### src/rtl/vga_fb_arbiter_if.sv
// Request, RAM and line-buffer signals of the frame-buffer arbiter.
// The slave modport is the arbiter; the master modport is its environment.
interface vga_fb_arbiter_if #(
  parameter int AW  = 17,
  parameter int DW  = 8,
  parameter int LBW = 10
);
  logic           rd_req;
  logic [AW-1:0]  rd_base;
  logic           wr_req;
  logic [AW-1:0]  wr_addr;
  logic [DW-1:0]  wr_data;
  logic           wr_ack;
  logic           mem_en;
  logic           mem_we;
  logic [AW-1:0]  mem_addr;
  logic [DW-1:0]  mem_wdata;
  logic [DW-1:0]  mem_rdata;
  logic           lb_we;
  logic [LBW-1:0] lb_addr;
  logic [DW-1:0]  lb_data;
  logic           fetch_busy;
  logic           fetch_done;
  logic           overrun;

  modport slave (
    input  rd_req, rd_base, wr_req, wr_addr, wr_data, mem_rdata,
    output wr_ack, mem_en, mem_we, mem_addr, mem_wdata,
    output lb_we, lb_addr, lb_data, fetch_busy, fetch_done, overrun
  );

  modport master (
    output rd_req, rd_base, wr_req, wr_addr, wr_data, mem_rdata,
    input  wr_ack, mem_en, mem_we, mem_addr, mem_wdata,
    input  lb_we, lb_addr, lb_data, fetch_busy, fetch_done, overrun
  );
endinterface

### src/rtl/vga_fb_arbiter.sv
// Single-port frame-buffer arbiter: display line fetch has priority, scanner
// pixel writes get a guaranteed slot every GAP reads inside a burst.
module vga_fb_arbiter #(
  parameter int AW         = 17,
  parameter int DW         = 8,
  parameter int LINE_WORDS = 640,
  parameter int LBW        = 10,
  parameter int GAP        = 8
) (
  input  logic clk,
  input  logic clr,
  vga_fb_arbiter_if.slave bus
);

  localparam int SW = (GAP > 0) ? $clog2(GAP + 1) : 1;
  localparam logic [SW-1:0]  GAP_C    = SW'(GAP);
  localparam logic [LBW-1:0] LAST_IDX = LBW'(LINE_WORDS - 1);

  typedef enum logic {IDLE, FETCH} state_t;

  state_t         state_q, state_d;
  logic           pend_q, pend_d;
  logic [AW-1:0]  pend_base_q, pend_base_d;
  logic [AW-1:0]  base_q, base_d;
  logic [LBW-1:0] idx_q, idx_d;
  logic [SW-1:0]  slot_q, slot_d;
  logic [LBW-1:0] rd_idx_q, rd_idx_d;
  logic           wr_ack_q, wr_ack_d;
  logic           mem_en_q, mem_en_d;
  logic           mem_we_q, mem_we_d;
  logic [AW-1:0]  mem_addr_q, mem_addr_d;
  logic [DW-1:0]  mem_wdata_q, mem_wdata_d;
  logic           lb_we_q, lb_we_d;
  logic [LBW-1:0] lb_addr_q, lb_addr_d;
  logic           fetch_done_q, fetch_done_d;
  logic           fetch_busy_q, fetch_busy_d;
  logic           overrun_q, overrun_d;

  logic           start, active, wr_ok, do_wr;
  logic [AW-1:0]  cur_base;
  logic [LBW-1:0] cur_idx;
  logic [SW-1:0]  cur_slot;

  always_comb begin
    state_d      = state_q;
    pend_d       = pend_q;
    pend_base_d  = pend_base_q;
    base_d       = base_q;
    idx_d        = idx_q;
    slot_d       = slot_q;
    rd_idx_d     = rd_idx_q;
    overrun_d    = overrun_q;
    wr_ack_d     = 1'b0;
    mem_en_d     = 1'b0;
    mem_we_d     = 1'b0;
    mem_addr_d   = mem_addr_q;
    mem_wdata_d  = mem_wdata_q;
    start        = 1'b0;
    do_wr        = 1'b0;
    cur_base     = base_q;
    cur_idx      = idx_q;
    cur_slot     = slot_q;
    wr_ok        = bus.wr_req & ~wr_ack_q;

    // Read data returns one cycle after the read, so the line-buffer side
    // simply trails whatever read was on the RAM port last cycle.
    lb_we_d      = mem_en_q & ~mem_we_q;
    lb_addr_d    = lb_we_d ? rd_idx_q : lb_addr_q;
    fetch_done_d = lb_we_d && (rd_idx_q == LAST_IDX);

    unique case (state_q)
      IDLE: begin
        if (bus.rd_req || pend_q) begin
          start    = 1'b1;
          cur_base = pend_q ? pend_base_q : bus.rd_base;
          cur_idx  = '0;
          cur_slot = '0;
          if (pend_q && bus.rd_req) begin
            pend_d      = 1'b1;
            pend_base_d = bus.rd_base;
          end else begin
            pend_d = 1'b0;
          end
        end else if (wr_ok) begin
          do_wr = 1'b1;
        end
      end
      FETCH: begin
        if (bus.rd_req) begin
          if (pend_q) begin
            overrun_d = 1'b1;
          end else begin
            pend_d      = 1'b1;
            pend_base_d = bus.rd_base;
          end
        end
      end
      default: state_d = IDLE;
    endcase

    // The burst start cycle already issues read 0, giving one-cycle latency.
    active = start || (state_q == FETCH);
    if (active) begin
      state_d = FETCH;
      base_d  = cur_base;
      if ((GAP != 0) && (cur_slot == GAP_C) && wr_ok) begin
        do_wr  = 1'b1;
        slot_d = '0;
        idx_d  = cur_idx;
      end else begin
        mem_en_d   = 1'b1;
        mem_we_d   = 1'b0;
        mem_addr_d = cur_base + AW'(cur_idx);
        rd_idx_d   = cur_idx;
        idx_d      = cur_idx + 1'b1;
        slot_d     = (cur_slot == GAP_C) ? cur_slot : cur_slot + 1'b1;
        if (cur_idx == LAST_IDX) begin
          state_d = IDLE;
        end
      end
    end

    if (do_wr) begin
      wr_ack_d    = 1'b1;
      mem_en_d    = 1'b1;
      mem_we_d    = 1'b1;
      mem_addr_d  = bus.wr_addr;
      mem_wdata_d = bus.wr_data;
    end

    fetch_busy_d = (state_d == FETCH) || pend_d;
  end

  always_ff @(posedge clk) begin
    if (clr) begin
      state_q      <= IDLE;
      pend_q       <= 1'b0;
      pend_base_q  <= '0;
      base_q       <= '0;
      idx_q        <= '0;
      slot_q       <= '0;
      rd_idx_q     <= '0;
      wr_ack_q     <= 1'b0;
      mem_en_q     <= 1'b0;
      mem_we_q     <= 1'b0;
      mem_addr_q   <= '0;
      mem_wdata_q  <= '0;
      lb_we_q      <= 1'b0;
      lb_addr_q    <= '0;
      fetch_done_q <= 1'b0;
      fetch_busy_q <= 1'b0;
      overrun_q    <= 1'b0;
    end else begin
      state_q      <= state_d;
      pend_q       <= pend_d;
      pend_base_q  <= pend_base_d;
      base_q       <= base_d;
      idx_q        <= idx_d;
      slot_q       <= slot_d;
      rd_idx_q     <= rd_idx_d;
      wr_ack_q     <= wr_ack_d;
      mem_en_q     <= mem_en_d;
      mem_we_q     <= mem_we_d;
      mem_addr_q   <= mem_addr_d;
      mem_wdata_q  <= mem_wdata_d;
      lb_we_q      <= lb_we_d;
      lb_addr_q    <= lb_addr_d;
      fetch_done_q <= fetch_done_d;
      fetch_busy_q <= fetch_busy_d;
      overrun_q    <= overrun_d;
    end
  end

  assign bus.wr_ack     = wr_ack_q;
  assign bus.mem_en     = mem_en_q;
  assign bus.mem_we     = mem_we_q;
  assign bus.mem_addr   = mem_addr_q;
  assign bus.mem_wdata  = mem_wdata_q;
  assign bus.lb_we      = lb_we_q;
  assign bus.lb_addr    = lb_addr_q;
  assign bus.lb_data    = bus.mem_rdata;
  assign bus.fetch_busy = fetch_busy_q;
  assign bus.fetch_done = fetch_done_q;
  assign bus.overrun    = overrun_q;

endmodule

### src/flat_wrapper.sv
// flat-port wrapper written by rule: the top's interface ports become plain ports
module vga_fb_arbiter_flat 
#(
  parameter int AW         = 17,
  parameter int DW         = 8,
  parameter int LINE_WORDS = 640,
  parameter int LBW        = 10,
  parameter int GAP        = 8
)
  (clk, clr, bus_rd_req, bus_rd_base, bus_wr_req, bus_wr_addr, bus_wr_data, bus_mem_rdata, bus_wr_ack, bus_mem_en, bus_mem_we, bus_mem_addr, bus_mem_wdata, bus_lb_we, bus_lb_addr, bus_lb_data, bus_fetch_busy, bus_fetch_done, bus_overrun);
  vga_fb_arbiter_if #(.AW(AW), .DW(DW), .LBW(LBW)) bus_i ();
  input  logic clk;
  input  logic clr;
  input wire logic [$bits(bus_i.rd_req)-1:0] bus_rd_req;
  input wire logic [$bits(bus_i.rd_base)-1:0] bus_rd_base;
  input wire logic [$bits(bus_i.wr_req)-1:0] bus_wr_req;
  input wire logic [$bits(bus_i.wr_addr)-1:0] bus_wr_addr;
  input wire logic [$bits(bus_i.wr_data)-1:0] bus_wr_data;
  input wire logic [$bits(bus_i.mem_rdata)-1:0] bus_mem_rdata;
  output wire logic [$bits(bus_i.wr_ack)-1:0] bus_wr_ack;
  output wire logic [$bits(bus_i.mem_en)-1:0] bus_mem_en;
  output wire logic [$bits(bus_i.mem_we)-1:0] bus_mem_we;
  output wire logic [$bits(bus_i.mem_addr)-1:0] bus_mem_addr;
  output wire logic [$bits(bus_i.mem_wdata)-1:0] bus_mem_wdata;
  output wire logic [$bits(bus_i.lb_we)-1:0] bus_lb_we;
  output wire logic [$bits(bus_i.lb_addr)-1:0] bus_lb_addr;
  output wire logic [$bits(bus_i.lb_data)-1:0] bus_lb_data;
  output wire logic [$bits(bus_i.fetch_busy)-1:0] bus_fetch_busy;
  output wire logic [$bits(bus_i.fetch_done)-1:0] bus_fetch_done;
  output wire logic [$bits(bus_i.overrun)-1:0] bus_overrun;
  assign bus_i.rd_req = bus_rd_req;
  assign bus_i.rd_base = bus_rd_base;
  assign bus_i.wr_req = bus_wr_req;
  assign bus_i.wr_addr = bus_wr_addr;
  assign bus_i.wr_data = bus_wr_data;
  assign bus_i.mem_rdata = bus_mem_rdata;
  assign bus_wr_ack = bus_i.wr_ack;
  assign bus_mem_en = bus_i.mem_en;
  assign bus_mem_we = bus_i.mem_we;
  assign bus_mem_addr = bus_i.mem_addr;
  assign bus_mem_wdata = bus_i.mem_wdata;
  assign bus_lb_we = bus_i.lb_we;
  assign bus_lb_addr = bus_i.lb_addr;
  assign bus_lb_data = bus_i.lb_data;
  assign bus_fetch_busy = bus_i.fetch_busy;
  assign bus_fetch_done = bus_i.fetch_done;
  assign bus_overrun = bus_i.overrun;
  vga_fb_arbiter #(.AW(AW), .DW(DW), .LINE_WORDS(LINE_WORDS), .LBW(LBW), .GAP(GAP)) u_core (.clk(clk), .clr(clr), .bus(bus_i));
endmodule
### config.mk
export PLATFORM = sky130hd
export DESIGN_NAME = vga_fb_arbiter_flat
export DESIGN_NICKNAME = d
export VERILOG_FILES = /design/src/rtl/vga_fb_arbiter_if.sv /design/src/rtl/vga_fb_arbiter.sv /design/src/flat_wrapper.sv
export SDC_FILE = /design/constraint.sdc
export NUM_CORES = 1
export LEC_CHECK = 0
export ABC_AREA = 1
export CORE_MARGIN = 3
export CORE_UTILIZATION = 35
export DETAILED_ROUTE_END_ITERATION = 6
export GPL_TIMING_DRIVEN = 0
export SETUP_SLACK_MARGIN = 0.05
export SYNTH_ARGS = -nofsm -noshare
export SYNTH_HDL_FRONTEND = slang
export SYNTH_SLANG_ARGS = --single-unit
### constraint.sdc
create_clock -name clk -period 4.3 [get_ports clk]
set_clock_uncertainty 0.2 [all_clocks]
set_input_delay 1.29 -clock clk [delete_from_list [all_inputs] [get_ports clk]]
set_output_delay 1.29 -clock clk [all_outputs]
set_load 0.1 [all_outputs]
== Yosys cells after proc, flatten, opt, wreduce, memory -nomap -nowiden ==
Cells that the tools add are included.

* Bits of input ports: 54
* Flip-flop bits (word level): 101
* Output and inout port bits: 50
* Word-level logic and storage cells: 77

* Equal/unequal tests: 7
* Reduce and logical (&&, ||, !) cells: 11
* Add/subtract/negate cells: 3
* Bitwise gates (word level): 5
* Multiplexer cells: 35

{| class="wikitable"
|+ Operators with widths
! kind !! number
|-
| $mux W17 || 9
|-
| $pmux W17 S2 || 1
|-
| $mux W10 || 3
|-
| $eq A10 B10 Y1 const B || 2
|-
| $add A17 B10 Y17 || 1
|-
| $mux W1 || 17
|-
| $mux W4 || 4
|-
| $add A10 B1 Y10 const B || 1
|-
| $ne A2 B1 Y1 const B || 3
|-
| $reduce_and A3 Y1 || 2
|-
| $add A4 B1 Y4 const B || 1
|-
| $eq A4 B4 Y1 const B || 1
|-
| $reduce_and A2 Y1 || 2
|-
| $logic_and A1 B1 Y1 || 3
|-
| $logic_or A1 B1 Y1 || 3
|-
| $not A1 Y1 || 3
|-
| $and A1 B1 Y1 || 2
|-
| $ne A2 B2 Y1 const B || 1
|-
| $pmux W1 S2 || 1
|-
| $reduce_bool A2 Y1 || 1
|}

== Logic depth before layout (Yosys ltp) ==
Gate-level depths: netlist of run 1.

* Depth in word-level cells: 9
* Depth in mapped cells: 20
* Gate-level depth less buffers: 19

== Worst setup path after synthesis of run 1 ==
No wires, ideal clock.

* Path type: input port to flip-flop
* Start: in bus_rd_req
* End: reg u_core.mem_addr_q[11] (netlist: u_core.bus.mem_addr[11])
* Data required time: 3.968 ns
* Buffers on the path: 2
* Library setup time: 0.132 ns
* Slack: 0.648 ns
* Arrival time: 3.320 ns
* Stages: 17
* Cell sequence: nor2_2 > nor2_4 > buf_4 > clkbuf_1 > o21ai_0 > inv_1 > ha_1 > a21oi_1 > inv_1 > a21oi_1 > nor2_1 > nor2_1 > nand2_2 > nand2_1 > nand2_1 > o21ai_1 > a21oi_1

* Elaborated cells on any way between the ends: 23
* Classes of those cells: add/sub: 1; eq/ne: 2; mux: 15; reduce/logical: 5

{| class="wikitable"
|+ RTL lines
! what !! line !! text
|-
| from (decl) || flat_wrapper.sv:14 || <nowiki>input wire logic [$bits(bus_i.rd_req)-1:0] bus_rd_req;</nowiki>
|-
| $logic_or A1 B1 Y1 || vga_fb_arbiter.sv:73 || <nowiki>if (bus.rd_req || pend_q) begin</nowiki>
|-
| $mux W17 || vga_fb_arbiter.sv:73 ||
|-
| $mux W17 || vga_fb_arbiter.sv:71 || <nowiki>unique case (state_q)</nowiki>
|-
| net u_core.cur_base[4] || vga_fb_arbiter.sv:40 || <nowiki>logic [AW-1:0] cur_base;</nowiki>
|-
| $add A17 B10 Y17 || vga_fb_arbiter.sv:113 || <nowiki>mem_addr_d = cur_base + AW'(cur_idx);</nowiki>
|-
| $mux W17 || vga_fb_arbiter.sv:106 || <nowiki>if ((GAP != 0) && (cur_slot == GAP_C) && wr_ok) begin</nowiki>
|-
| $mux W17 || vga_fb_arbiter.sv:103 || <nowiki>if (active) begin</nowiki>
|-
| $mux W17 || vga_fb_arbiter.sv:123 || <nowiki>if (do_wr) begin</nowiki>
|-
| to (signal assigned) || vga_fb_arbiter.sv:164 || <nowiki>mem_addr_q <= mem_addr_d;</nowiki>
|-
| to (decl) || vga_fb_arbiter.sv:31 || <nowiki>logic [AW-1:0] mem_addr_q, mem_addr_d;</nowiki>
|}

The timed path passes the listed nets, and every way through them passes these cells. The select of a mux whose other input is x is not followed.
A chain may end at the register's enable or synchronous reset.

== Final worst setup path of run 1 ==
* Start: in bus_mem_rdata[1]
* End: out bus_lb_data[1]

{| class="wikitable"
|+ RTL lines
! what !! line !! text
|-
| from (decl) || flat_wrapper.sv:19 || <nowiki>input wire logic [$bits(bus_i.mem_rdata)-1:0] bus_mem_rdata;</nowiki>
|-
| to (decl) || flat_wrapper.sv:27 || <nowiki>output wire logic [$bits(bus_i.lb_data)-1:0] bus_lb_data;</nowiki>
|}

No word-level cell between the ends.

==> summary.md, run 1 <==
The run finished with clean final reports. The first global-routing pass estimated 23.4 mm of wire. The tools report the number of global-route vias before repair as 4691.

The placeable core region is 0.0141 mm^2. The die height was 127 um. The area growth from synthesis to final layout was 28.8%; the insertion delay to the later sink of the worst-skew pair was 360 ps.

The worst hold path class is reg -> reg. The switching component of the power was 0.962 mW. For this run the aggregate overflow at the end of global routing stands at 0. In this run the cell area measured after placement is 0.00628 mm^2. In this run the core area contains 43 standard-cell rows.

The count of input and output buffers is 94, and the adder-cell area share of the yosys netlist is 0.0294. The width of the die was 127 um. Data on the critical path arrives at its endpoint at 2490 ps.

In the layout the commonest cells are nand2_1, dfxtp_1, clkdlybuf4s50_1. In this run, the number of DRC markers left after iteration 0 of detailed routing was 294. Once layout is done, the placed cells without fillers occupy 0.00659 mm^2. The switching share of power came out at 0.372. The tree is rooted in a clkbuf_16. In the synthesized netlist, the number of instances is 747. The simple-gate portion of the synthesized area is 0.287. For the sequential group share of total power, the log shows 0.401.

Master of the slowest instance on the critical path: clkdlybuf4s50_1. The number of maximum-capacitance violations is 0. In this run, post-CTS hold repair placed 0 buffers.

Starting density of the core: 0.363. The mean number of vias per cell is 4.85, and the number of top-level pins is 104. The congestion estimate from routability-driven global placement came to 0.876.

The part of the cycle the worst path needs is 0.927. In the synthesized netlist the dominant register cell turns out to be dfxtp_1. Combined global-route utilization of all metal layers: 0.180. The flop and latch count out of synthesis came out at 101.

After synthesis, the largest family of logic cells by area is simple AND/OR/NAND/NOR gates. After detailed routing, the average wire length per cell comes to 13.9 um. Number of enable flip-flop cells after synthesis: 0. Number of buffers and inverters on the critical path: 2. STA classifies the critical path endpoint as an output port. Among cell families on the critical path, the largest total delay comes from buffers and inverters.

Combinational fraction of design power: 0.272. The tools report the kind of launch point of the worst setup path as an input port. The logs give 1.63 mW for the internal power consumption and 4 for the length of the first detailed-routing pass in iterations. The worst setup path is of the in -> out kind.

For this run, the number of Yosys warnings is 0. The final net count was 917; the antenna cell count was 0. The synthesized-area fraction occupied by ao, oa, aoi and oai cells is 0.191, and the initial antenna violation count is 0.

The number of setup violations in the final report is 0. Walking the worst path, the cells encountered are buf_4 > clkdlybuf4s50_1. The maximum net fanout on the critical path is 1, and the proportion of synthesized chip area in sequential cells is 0.395. The synthesized netlist occupies a cell area of 0.00511 mm^2. The final core utilization is 0.467, and the post-synthesis net count is 813. In this run the power density over the cells is 393 mW/mm^2. The most common cell after layout, fill and taps aside is nand2_1. For this design the static power due to leakage is 2.86 nW. The total length of routed wires was 14.4 mm. The fraction of layout instances using a drive strength above 1 is 0.0818. The multiplexer share of the synthesized area was 0; the die footprint was 0.0161 mm^2. The run gives 0 as the number of pins with negative max-slew slack in the final report. The run gives 9 as the clock buffer count from CTS.

The largest single stage delay on the critical path is 1120 ps. The clock drives 101 sinks. The hold violation total from the final report is 0, and the worst-margin pin slew is 994 ps. HPWL after detailed placement: 11.2 mm. Setup repair after global routing left no endpoint under its margin.

The post-synthesis xor/xnor area fraction came out at 0.00685. The fraction of registers with async set/reset was 0; the detailed-route DRC error count was 0. TritonCTS built the clock tree. The required time at the worst-slack endpoint came out at 2810 ps. The largest net degree at the start of global routing is 22, and the post-cts repair resize count is 1.

The distinct cell type count after synthesis is 44, and the total setup buffers inserted after CTS is 0. The tools report the total via count after detailed routing as 5029. The longest clock path from root to sink contains 2 buffers.

The clock period minus final worst setup slack was 3980 ps; the number of routed nets with antenna violations was 0. The clock network fraction of design power was 0.327; the worst slew margin relative to its limit was 0.335. CTS built an H-tree with a depth of 3. The clock slew seen by the registers of the worst setup and hold paths came out at 70 ps. The maximum resistive drop on vdd is 0.000300 V, and the maximum operating frequency is 0.251 GHz. A synthesized cell averages 6.85 um^2.
layout make-up:
class / instances / area (um^2)
clock inverters: 7 / 81.3
fillers: 1500 / 7510
plain buffers: 40 / 205
clock buffers: 9 / 225
repair buffers: 94 / 940
inverters: 68 / 255
well taps: 180 / 225
multi-input cells: 537 / 2630
flip-flops and latches: 101 / 2020
Yosys cell counts (2+ instances only):
library cell | count | area share
a211oi_1 | 2 | 0.0029
a21oi_1 | 74 | 0.072
a31oi_1 | 4 | 0.0049
and2_1 | 2 | 0.0024
buf_1 | 2 | 0.0015
buf_2 | 5 | 0.0049
buf_4 | 11 | 0.016
clkbuf_1 | 22 | 0.016
dfxtp_1 | 101 | 0.40
ha_1 | 12 | 0.029
inv_1 | 61 | 0.045
inv_2 | 7 | 0.0051
nand2_1 | 200 | 0.15
nand2_2 | 11 | 0.013
nand3_1 | 36 | 0.035
nand4_1 | 3 | 0.0037
nor2_1 | 67 | 0.049
nor2_2 | 2 | 0.0024
nor2_4 | 2 | 0.0044
nor3_1 | 5 | 0.0049
nor3_2 | 3 | 0.0059
nor4_1 | 2 | 0.0024
o211ai_1 | 4 | 0.0059
o21a_1 | 3 | 0.0044
o21ai_0 | 67 | 0.066
o21ai_1 | 9 | 0.0088
o21ai_2 | 2 | 0.0034
o221ai_1 | 2 | 0.0034
o22ai_1 | 6 | 0.0073
or2_2 | 3 | 0.0037
xor2_1 | 4 | 0.0069
state kept, by name, indices dropped and copies added (netlist names), 4 cells and up:
name                  flops
u_core.pend_base_q       17
u_core.bus.mem_addr      17
u_core.rd_idx_q          10
u_core.bus.mem_wdata      8
u_core.slot_q             4
u_core.bus.lb_addr       10
u_core.base_q            17
u_core.idx_q             10
path summary, 6_finish.rpt:
path	slack, ps	cells past startpoint	end	startpoint
max	320	2	bus_lb_data[1]	bus_mem_rdata[1]
min	270	2	u_core.bus.mem_addr[5]	u_core.bus.mem_addr[5]
max reg2reg	800	17	u_core.bus.mem_addr[11]	u_core.pend_q
min reg2reg	270	2	u_core.bus.mem_addr[5]	u_core.bus.mem_addr[5]
metrics by stage:
step / total power [mW] / TNS [ps] / hold WS (ps) / setup WS [ps] / std cells
after floorplan: 1.57 / 0 / 240 / 648 / 747
after global placement: 1.76 / -7600 / 253 / -500 / 1021
after detailed placement: 1.77 / -8600 / 257 / -528 / 1021
after CTS: 2.61 / 0 / 269 / 301 / 1036
after global routing: 2.71 / 0 / 290 / 79.8 / 1036
final: 2.59 / 0 / 265 / 316 / 1036
power by group through the flow:
| stage | sequential (mW) | combinational [mW] | clock [mW] |
|---|---|---|---|
| after floorplan | 1.28 | 0.285 | 0 |
| after global placement | 1.06 | 0.705 | 0 |
| after CTS | 1.04 | 0.709 | 0.863 |
| after global routing | 1.05 | 0.760 | 0.904 |
| after detailed placement | 1.06 | 0.708 | 0 |
| final | 1.04 | 0.703 | 0.846 |
per-layer routing:
metal  routed length (um)  GRT usage  up-vias  share of wire
li1                     -          -     2642              -
met1                 6750      0.236     2287           0.47
met2                 6870      0.302       92           0.48
met3                  600     0.0417        8          0.042
met4                  138     0.0416        0         0.0096
met5                    0          0        -              0
logic make-up after synthesis:
kind of cell / after synthesis
compound gates: 179
xor+xnor: 4
fa+ha+maj: 12
buf+inv: 109
flops: 101
simple gates: 342
Power figures use the tool's default switching activity.
==> run 2, diff against run 1 <==
- HOLD_SLACK_MARGIN: default -> 0.15
==> results of run 2 <==
Same layout as run 1: the final DEF is identical, and so are final timing and power.
